--- src/rtl/adder_operand_sequencer.sv ---
// Pairs an incoming nibble stream into {B, A} operand bytes for the ripple adder
// and queues completed pairs in a small first-word fall-through FIFO.
module adder_operand_sequencer #(
    parameter int unsigned DEPTH = 4,
    parameter int unsigned NIB_W = 4
) (
    input  logic                   clk,
    input  logic                   rst_n,
    input  logic                   clear,
    input  logic                   in_valid,
    input  logic [NIB_W-1:0]       in_nibble,
    output logic                   in_ready,
    output logic                   op_valid,
    output logic [2*NIB_W-1:0]     op_data,
    input  logic                   op_ready,
    output logic [$clog2(DEPTH):0] level,
    output logic                   have_a
);

    localparam int unsigned PW = $clog2(DEPTH);
    localparam int unsigned LW = PW + 1;

    typedef enum logic {StWaitA, StHaveA} state_e;

    state_e             state_q, state_d;
    logic [NIB_W-1:0]   a_q, a_d;
    logic [PW-1:0]      wr_ptr_q, wr_ptr_d;
    logic [PW-1:0]      rd_ptr_q, rd_ptr_d;
    logic [LW-1:0]      level_q, level_d;
    // Low only in reset; keeps in_ready at 0 until the first edge out of reset.
    logic               run_q, run_d;
    logic               accept, push, pop;

    logic [2*NIB_W-1:0] mem [DEPTH];

    assign in_ready = run_q & ((state_q == StWaitA) | (level_q != LW'(DEPTH)));
    assign op_valid = (level_q != '0);
    assign op_data  = op_valid ? mem[rd_ptr_q] : '0;
    assign level    = level_q;
    assign have_a   = (state_q == StHaveA);

    assign accept = in_valid & in_ready;
    assign push   = accept & (state_q == StHaveA);
    assign pop    = op_valid & op_ready;

    always_comb begin
        state_d  = state_q;
        a_d      = a_q;
        wr_ptr_d = wr_ptr_q;
        rd_ptr_d = rd_ptr_q;
        level_d  = level_q;
        run_d    = 1'b1;

        if (accept) begin
            if (state_q == StWaitA) begin
                a_d     = in_nibble;
                state_d = StHaveA;
            end else begin
                state_d  = StWaitA;
                wr_ptr_d = wr_ptr_q + PW'(1);
            end
        end

        if (pop) begin
            rd_ptr_d = rd_ptr_q + PW'(1);
        end

        unique case ({push, pop})
            2'b10:   level_d = level_q + LW'(1);
            2'b01:   level_d = level_q - LW'(1);
            default: level_d = level_q;
        endcase

        if (clear) begin
            state_d  = StWaitA;
            a_d      = '0;
            wr_ptr_d = '0;
            rd_ptr_d = '0;
            level_d  = '0;
        end
    end

    always_ff @(posedge clk) begin
        if (!rst_n) begin
            state_q  <= StWaitA;
            a_q      <= '0;
            wr_ptr_q <= '0;
            rd_ptr_q <= '0;
            level_q  <= '0;
            run_q    <= 1'b0;
        end else begin
            state_q  <= state_d;
            a_q      <= a_d;
            wr_ptr_q <= wr_ptr_d;
            rd_ptr_q <= rd_ptr_d;
            level_q  <= level_d;
            run_q    <= run_d;
        end
    end

    // Storage is not reset: op_data is gated to zero whenever the FIFO is empty.
    always_ff @(posedge clk) begin
        if (rst_n && !clear && push) begin
            mem[wr_ptr_q] <= {in_nibble, a_q};
        end
    end

endmodule
--- config.mk ---
export PLATFORM = sky130hd
export DESIGN_NAME = adder_operand_sequencer
export DESIGN_NICKNAME = d
export VERILOG_FILES = /design/src/rtl/adder_operand_sequencer.sv
export SDC_FILE = /design/constraint.sdc
export NUM_CORES = 1
export LEC_CHECK = 0
export ABC_AREA = 0
export CORE_UTILIZATION = 58
export DETAILED_ROUTE_END_ITERATION = 12
export HOLD_SLACK_MARGIN = 0.1
export PLACE_DENSITY = 0.83
export SETUP_SLACK_MARGIN = 0.2
export SYNTH_ARGS = -nofsm -noshare
export SYNTH_HDL_FRONTEND = slang
export SYNTH_SLANG_ARGS = --single-unit
--- constraint.sdc ---
create_clock -name clk -period 3.5 [get_ports clk]
set_input_delay 0.7 -clock clk [delete_from_list [all_inputs] [get_ports clk]]
set_output_delay 0.7 -clock clk [all_outputs]
set_load 0.03 [all_outputs]
==> results of run 1 <==
-- synth_stat cells --
library cell	number	area share [%]
fa_1	1	1.1
mux2i_1	5	2.6
clkbuf_2	1	0.26
or3_1	3	0.99
o21ai_0	4	1.1
inv_1	7	1.4
ha_1	5	3.3
or4b_1	1	0.53
clkbuf_1	1	0.20
mux4_2	8	9.5
dfxtp_1	15	16
nor2_1	8	1.6
nand3b_1	1	0.40
and3_1	4	1.3
nor3b_1	1	0.40
buf_2	1	0.26
nand2_1	4	0.79
nand3_1	1	0.26
nor2b_1	9	3.0
o21ai_1	1	0.26
and2b_1	1	0.40
a21oi_1	5	1.3
a21boi_0	1	0.40
buf_6	1	0.59
nor3_1	2	0.53
nand2b_1	1	0.33
xor2_1	2	0.92
edfxtp_1	32	51
-- placed cells by master (no fill, tap or decap) --
cell type        synthesis  final
edfxtp_1                32     32
clkdlybuf4s50_1          0     22
dfxtp_1                 15     15
nor2b_1                  9      9
mux4_2                   8      8
nor2_1                   8      8
inv_1                    7      7
mux2i_1                  5      5
a21oi_1                  5      5
ha_1                     5      5
clkbuf_4                 0      5
and3_1                   4      4
o21ai_0                  4      4
nand2_1                  4      4
or3_1                    3      3
nor3_1                   2      2
xor2_1                   2      2
and2b_1                  1      1
nor3b_1                  1      1
nand3_1                  1      1
a21boi_0                 1      1
nand2b_1                 1      1
nand3b_1                 1      1
or4b_1                   1      1
o21ai_1                  1      1
fa_1                     1      1
clkbuf_1                 1      1
clkinvlp_4               0      1
clkinv_2                 0      1
buf_4                    0      1
-- cell families (layout without fill, tap and decap cells) --
group           after synthesis  count (layout)  share of synthesized area (%)
flops                        47              47                           66.4
fa+ha+maj                     6               6                           4.35
simple gates                 36              36                           10.5
mux                          13              13                           12.1
buf+inv                      11              38                           2.70
compound gates               11              11                           3.03
xor+xnor                      2               2                          0.922
-- how the worst max path moves through the flow --
stage                     depth (start not counted)       from  slack (ps)          to
after CTS                                         3  flip-flop         400  op_data[7]
final                                             3  flip-flop         460  op_data[7]
after global routing                              3  flip-flop         280  op_data[7]
after floorplan                                   9   level[2]        1200    level[2]
after detailed placement                         10   in_valid         700    level[2]
after global placement                           10   in_valid         800    level[2]
-- sequential cells by signal (all words and copies together) (netlist names), named ones only --
register and flops:
level 3, mem 32, have_a 1, run_q 1, rd_ptr_q 2, wr_ptr_q 2
a_q 4
-- stage by stage --
stage	worst slack, ps	hold slack, ps
2_1_floorplan	1200	460
3_3_place_gp	801	471
3_5_place_dp	702	491
4_1_cts	399	509
5_1_grt	282	541
6_report	460	505
-- where the power goes --
part           internal (mW)  leakage [nW]  switching [mW]
logic                 0.0159         0.295          0.0164
clock network         0.0777        0.0282           0.163
registers              0.592         0.387         0.00259
total                  0.686         0.710           0.182
-- critical path: stages, from the launching register on --
cell             delay (ps)
dfxtp_1                 680
mux4_2                  570
nor2b_1                 150
clkdlybuf4s50_1         590
-- final cells by class --
class	instances	area [µm²]	area share [%]
timing repair buffer	23	228	10.3
clock inverter	2	12.5	0.566
inverter	7	26.3	1.19
multi-input combinational	68	587	26.5
clock buffer	6	41.3	1.87
sequential	47	1260	57.0
tap	44	55.1	2.49
-- metal layers --
| layer | share of wire (%) | GRT usage, % | up-vias |
|---|---|---|---|
| met5 | 0 | 0 | - |
| met4 | 1.7 | 8.16 | 0 |
| li1 | - | - | 512 |
| met3 | 5.1 | 7.42 | 6 |
| met2 | 50 | 33.5 | 31 |
| met1 | 43 | 25.2 | 512 |
==> reports/qor.yml, run 1 <==
p_leak_nw: 0.710
worst_hold_path.endpoint: "rd_ptr_q[1]"
wire_per_inst_um: 15.0
setup_tns_ps: 0
yosys_warnings: 0
ir_drop_mv: 0.314
syn2layout_area_growth_pct: 16.4
grt_pass1_vias: 1066
r2r_start: "level[2]"
fin_nets: 167
grt_max_degree: 15
relSlewSlack_pct: 64.8
final-setup-viol-count: 0
cts_setup_buffers: 0
start_kind: "flip-flop"
syn_nets: 141
cts_tree: "built"
placed_area_mm2: 0.00216
coreArea_mm2: 0.00308
synthCells: 126
cp_max_fo: 8
stdcell_area_mm2: 0.00221
diodes: 0
holdCritStartpoint: "rd_ptr_q[1]"
post-route-util_pct: 71.8
finalHoldViolCount: 0
drive_gt1_share_pct: 10.5
syn-cell-area_mm2: 0.00190
ios: 23
rsz0062_at_grt: "false"
clock_skew_ps: 3.62
fmax_ghz: 0.329
first_pass_iters: 4
grt_overflow: 0
antenna_found_initial: 0
final_cells: 197
critPathKind: "flip-flop to output pin"
slew_viol_final: 0
yosys.cell_types.count: 28
drt-initial-drc-count: 35
grt_pass1_wl_mm: 4.93
clk_pin_slew_worst_paths_ps: 120
cap_viol_max_count: 0
n_fill_cell: 210
clock_latency_ps: 360
yosysSeqAreaShare_pct: 66.4
cts_buffer_depth: 2
grt.total_usage_pct: 20.7
start_util_pct: 61.7
cp.required_ps: 2800
total_power_mw: 0.868
r2r_slack_ps: 1170
gp_congestion: 0.666
r2r-end: "level[2]"
finalCriticalPeriod_ps: 3040
drc: 0
finalWirelength_mm: 2.96
cp-end-kind: "output pin"
htreeDepth: 2
hpwl_mm: 2.09
viasPerCell: 5.39
port_buffers: 22
status: "finished clean"
cts_resized: 0
reg2reg_depth: 9
ys_ff_latch: 47
die_area_mm2: 0.00351
tightest_slew_ps: 527
hold_buffers: 0
worstHoldPathType: "flip-flop to flip-flop"
p_per_area_mw_per_mm2: 393
arrival_ps: 2340
syn-mean-instance-area_um2: 15.1
cts_buffers: 5
rows: 20
dieHeight_um: 59.2
ant_nets: 0
min_path_cells: 2
cts_root_buf: "clkbuf_4"
fin_crit_sh_pct: 86.9
cts_sinks: 47
vias: 1061
dpl.cell_count: 189
fp.dieW_um: 59.2
No activity file was read; power rests on OpenSTA's default activity.
==> run 2: changes to the inputs <==
- CORE_UTILIZATION: 58 -> 49
- PLACE_DENSITY: 0.83 -> 0.74
- SETUP_SLACK_MARGIN: 0.2 -> 0.05
- clock period: 3.5 -> 2.55 ns (I/O delays scaled with it)
==> reports/qor.yml, run 2 (synthesis gave the netlist of run 1 again) <==
p_leak_nw: 0.810  # +14%
grt.total_usage_pct: 18.5  # -2.2 points
cts_sinks: 47  # unchanged
reg2reg_depth: 9  # unchanged
final-setup-viol-count: 0  # unchanged
grt_overflow: 0  # unchanged
cp.required_ps: 2040  # -760 ps
hold_buffers: 0  # unchanged
coreArea_mm2: 0.00369  # +20%
clock_latency_ps: 290  # -70 ps
worst_hold_path.endpoint: "rd_ptr_q[1]"
r2r-end: "level[2]"
final_cells: 205  # +4.1%
start_kind: "flip-flop"
wire_per_inst_um: 16.0  # +6.2%
p_per_area_mw_per_mm2: 643  # +64%
relSlewSlack_pct: 69.5  # +4.7 points
r2r_slack_ps: 370  # -800 ps
worstPathCellList: "nor3_1, buf_4, inv_1, clkdlybuf4s50_1"
diodes: 0  # unchanged
rsz0062_at_grt: "true"
dpl.cell_count: 197  # +4.2%
slew_viol_final: 0  # unchanged
critPathKind: "flip-flop to output pin"
cap_viol_max_count: 0  # unchanged
finalWirelength_mm: 3.27  # +10%
clock_skew_ps: 1.83  # -1.80 ps
startpoint: "level[0]"
dieHeight_um: 64.3  # +8.5%
rows: 22  # +10%
syn2layout_area_growth_pct: 22.3
largest_reg_flops: 32  # unchanged
layout_commonest_cell: "edfxtp_1"
max_stage_delay_ps: 580  # -100 ps
tightest_slew_ps: 457  # -70.0 ps
grt_pass1_vias: 1097  # +2.9%
fmax_ghz: 0.428
vias: 1075  # +1.3%
start_util_pct: 51.5  # -10 points
total_power_mw: 1.49  # +72%
fin_crit_sh_pct: 91.5
clk_pin_slew_worst_paths_ps: 80  # -40 ps
worstHoldPathType: "flip-flop to flip-flop"
post-route-util_pct: 63.0  # -8.8 points
crit_slowest_cell: "clkdlybuf4s50_1"
holdCritStartpoint: "rd_ptr_q[1]"
cp-end-kind: "output pin"
r2r_start: "level[2]"
status: "finished clean"
ant_nets: 0  # unchanged
die_area_mm2: 0.00413  # +18%
arrival_ps: 1820  # -520 ps
setup_ws_ps: 216  # -244 ps
place_ws_ps: -6.35  # -709 ps
drt-initial-drc-count: 28  # -20%
cp_max_fo: 12  # +4
finalHoldViolCount: 0  # unchanged
drive_gt1_share_pct: 14.0  # +3.6 points
grt_pass1_wl_mm: 5.46  # +11%
min_path_cells: 2  # unchanged
largest_register: "mem"
cts_buffers: 5  # unchanged
cts_root_buf: "clkbuf_8"
drc: 0  # unchanged
first_pass_iters: 4  # unchanged
final_cell_mix: "32 x edfxtp_1, 15 x dfxtp_1, 14 x clkdlybuf4s50_1"
cts_buffer_depth: 2  # unchanged
ir_drop_mv: 0.436  # +39%
port_buffers: 22  # unchanged
viasPerCell: 5.24  # -2.6%
ios: 23  # unchanged
finalCriticalPeriod_ps: 2330
cts_tree: "built"
gp_congestion: 0.708  # +6.2%
grt_max_degree: 16  # +1
fin_nets: 171  # +2.4%
fp.dieW_um: 64.3  # +8.5%
hpwl_mm: 2.35  # +12%
setup_tns_ps: 0  # unchanged
antenna_found_initial: 0  # unchanged
htreeDepth: 2  # unchanged
[run 2: critical path: cells and delay by family (launching register included)]
kind / cells / cell delay (ps)
flip-flops: 1 / 370
buffers and inverters: 3 / 880
AND/OR/NAND/NOR: 1 / 270
[run 2: how the worst max path moves through the flow]
| stage | slack, ps | to | depth (start not counted) |
|---|---|---|---|
| finish | 220 | op_valid | 4 |
| global placement | 120 | level[2] | 10 |
| CTS | 170 | in_ready | 3 |
| global route | 40 | op_valid | 4 |
| detailed placement | -6 | level[2] | 10 |
| floorplan | 250 | level[2] | 9 |
[run 2: stage by stage]
stage,area [µm²],hold WS (ps)
6_report,2320,508
5_1_grt,2320,541
3_5_place_dp,2190,501
2_1_floorplan,1900,460
4_1_cts,2320,515
3_3_place_gp,2190,476
[run 2: final cells by class]
type	count	area (µm²)
Multi-Input combinational cell	68	592
Inverter	7	26.3
Tap cell	48	60.1
Clock buffer	5	68.8
Fill cell	298	1370
Clock inverter	3	67.6
Timing Repair Buffer	27	248
Sequential cell	47	1260
[run 2: layer usage]
metal | track usage (%) | share of wire, % | up-vias
met2 | 33.2 | 54 | 22
li1 | - | - | 516
met4 | 6.67 | 1.6 | 0
met1 | 21.1 | 41 | 531
met3 | 4.46 | 3.2 | 6
met5 | 0 | 0 | -
[run 2: what timing repair did]
item / 4_1_cts / 5_1_grt
gates cloned: 0 / 0
resized for setup: 8 / 1
buffers inserted: 0 / 0
endpoints found under the setup margin: 8 / 1
[run 2: where the power goes]
part | switching [mW] | internal (mW)
clock | 0.241 | 0.391
combinational | 0.0236 | 0.0236
sequential | 0.00351 | 0.812
total | 0.268 | 1.23
==> run 3: changes to the inputs <==
- CORE_UTILIZATION: 49 -> 54
- PLACE_DENSITY: 0.74 -> 0.78
- clock period: 2.55 -> 2.35 ns (I/O delays scaled with it)
==> reports/qor.yml, run 3 (synthesis gave the netlist of run 1 again) <==
status: "finished clean"
grt_pass1_vias: 1002  # -8.7%
finalWirelength_mm: 3.30  # +0.89%
final_cell_mix: "32 x edfxtp_1, 14 x dfxtp_1, 12 x clkdlybuf4s50_1, 12 x buf_4, 9 x nor2b_1"
cp-end-kind: "flip-flop"
dieHeight_um: 61.3  # -4.6%
final_cells: 212  # +3.4%
cts_tree: "built"
ant_nets: 0  # unchanged
cts_sinks: 47  # unchanged
cts_root_buf: "clkbuf_4"
clock_latency_ps: 350  # +60 ps
syn2layout_area_growth_pct: 20.8
final-setup-viol-count: 0  # unchanged
rsz0062_at_grt: "false"
min_path_cells: 2  # unchanged
relSlewSlack_pct: 68.3  # -1.3 points
die_area_mm2: 0.00376  # -9.0%
ios: 23  # unchanged
largest_register: "mem"
fmax_ghz: 0.460
cp_max_fo: 5  # -7
rows: 21  # -4.5%
critPathKind: "flip-flop to flip-flop"
drc: 0  # unchanged
dpl.cell_count: 204  # +3.6%
htreeDepth: 2  # unchanged
fp.dieW_um: 61.3  # -4.6%
gp_congestion: 0.665  # -6.1%
drt-initial-drc-count: 58  # +110%
place_ws_ps: -126  # -120 ps
clk_pin_slew_worst_paths_ps: 120  # +40 ps
cts_buffers: 5  # unchanged
vias: 1120  # +4.2%
finalHoldViolCount: 0  # unchanged
grt_pass1_wl_mm: 4.86  # -11%
start_kind: "flip-flop"
finalCriticalPeriod_ps: 2170
reg2reg_depth: 9  # unchanged
p_leak_nw: 0.820  # +1.2%
grt.total_usage_pct: 19.6  # +1.1 points
cts_setup_buffers: 0  # unchanged
p_per_area_mw_per_mm2: 557  # -13%
setup_ws_ps: 177  # -38.6 ps
hpwl_mm: 2.38  # +1.6%
fin_nets: 180  # +5.3%
coreArea_mm2: 0.00336  # -8.8%
drive_gt1_share_pct: 21.7  # +7.7 points
viasPerCell: 5.28  # +0.75%
fin_crit_sh_pct: 92.5
antenna_found_initial: 0  # unchanged
wire_per_inst_um: 15.6  # -2.4%
cap_viol_max_count: 0  # unchanged
diodes: 0  # unchanged
slew_viol_final: 0  # unchanged
arrival_ps: 2450  # +630 ps
grt_overflow: 0  # unchanged
layout_commonest_cell: "edfxtp_1"
largest_reg_flops: 32  # unchanged
port_buffers: 22  # unchanged
hold_buffers: 0  # unchanged
worstHoldPathType: "flip-flop to flip-flop"
tightest_slew_ps: 475  # +18.0 ps
first_pass_iters: 4  # unchanged
clock_skew_ps: 13.8  # +12.0 ps
grt_max_degree: 14  # -2
cp.required_ps: 2630  # +590 ps
ir_drop_mv: 0.495  # +14%
cts_buffer_depth: 2  # unchanged
start_util_pct: 56.5  # +5.0 points
run 3: layout make-up:
class                           count  area, µm²
Sequential cell                    47       1260
Clock buffer                        6       41.3
Timing Repair Buffer               36        312
Inverter                            7       26.3
Clock inverter                      2       7.51
Fill cell                         277       1070
Tap cell                           46       57.6
Multi-Input combinational cell     68        587
run 3: layer usage:
layer | wire length, µm | track usage [%]
met5 | 0 | 0
met1 | 1330 | 25.4
met4 | 54 | 6.82
met3 | 162 | 6.30
met2 | 1750 | 31.2
run 3: per-stage QoR:
stage	hold slack [ps]	util (%)	total power, mW	instance area (µm²)	TNS, ps
2_1_floorplan	460	-	0.925	1900	0
3_3_place_gp	470	67.9	0.956	2280	0
3_5_place_dp	494	67.9	0.959	2280	-126
4_1_cts	510	69.6	1.29	2340	0
5_1_grt	532	68.2	1.33	2290	0
6_report	511	68.2	1.28	2290	0
run 3: where the power goes:
group,leakage (nW),internal [mW],switching (mW),total [mW]
combinational,0.405,0.0263,0.0268,0.0531
sequential,0.388,0.882,0.00377,0.886
clock,0.0273,0.111,0.227,0.338
total,0.820,1.02,0.258,1.28
run 3: path summary, 6_finish.rpt:
check	start	end	slack (ps)
worst max-delay path	level[0]	level[2]	180
worst min-delay path	wr_ptr_q[1]	wr_ptr_q[1]	510
worst max register to register	level[0]	level[2]	180
worst min register to register	wr_ptr_q[1]	wr_ptr_q[1]	510
run 3: repair_timing:
| item | 4_1_cts | 5_1_grt |
|---|---|---|
| setup endpoints to repair | 9 | 9 |
| resized for setup | 25 | 17 |
| endpoints found under the hold margin | 0 | 0 |
run 3: worst max-delay path, stage by stage (launching register included):
cell,delay [ps]
dfxtp_1,380
nor3b_1,270
nor2_1,110
inv_1,70
ha_1,170
inv_1,50
fa_1,390
xor2_1,180
or3_1,310
a21oi_1,170
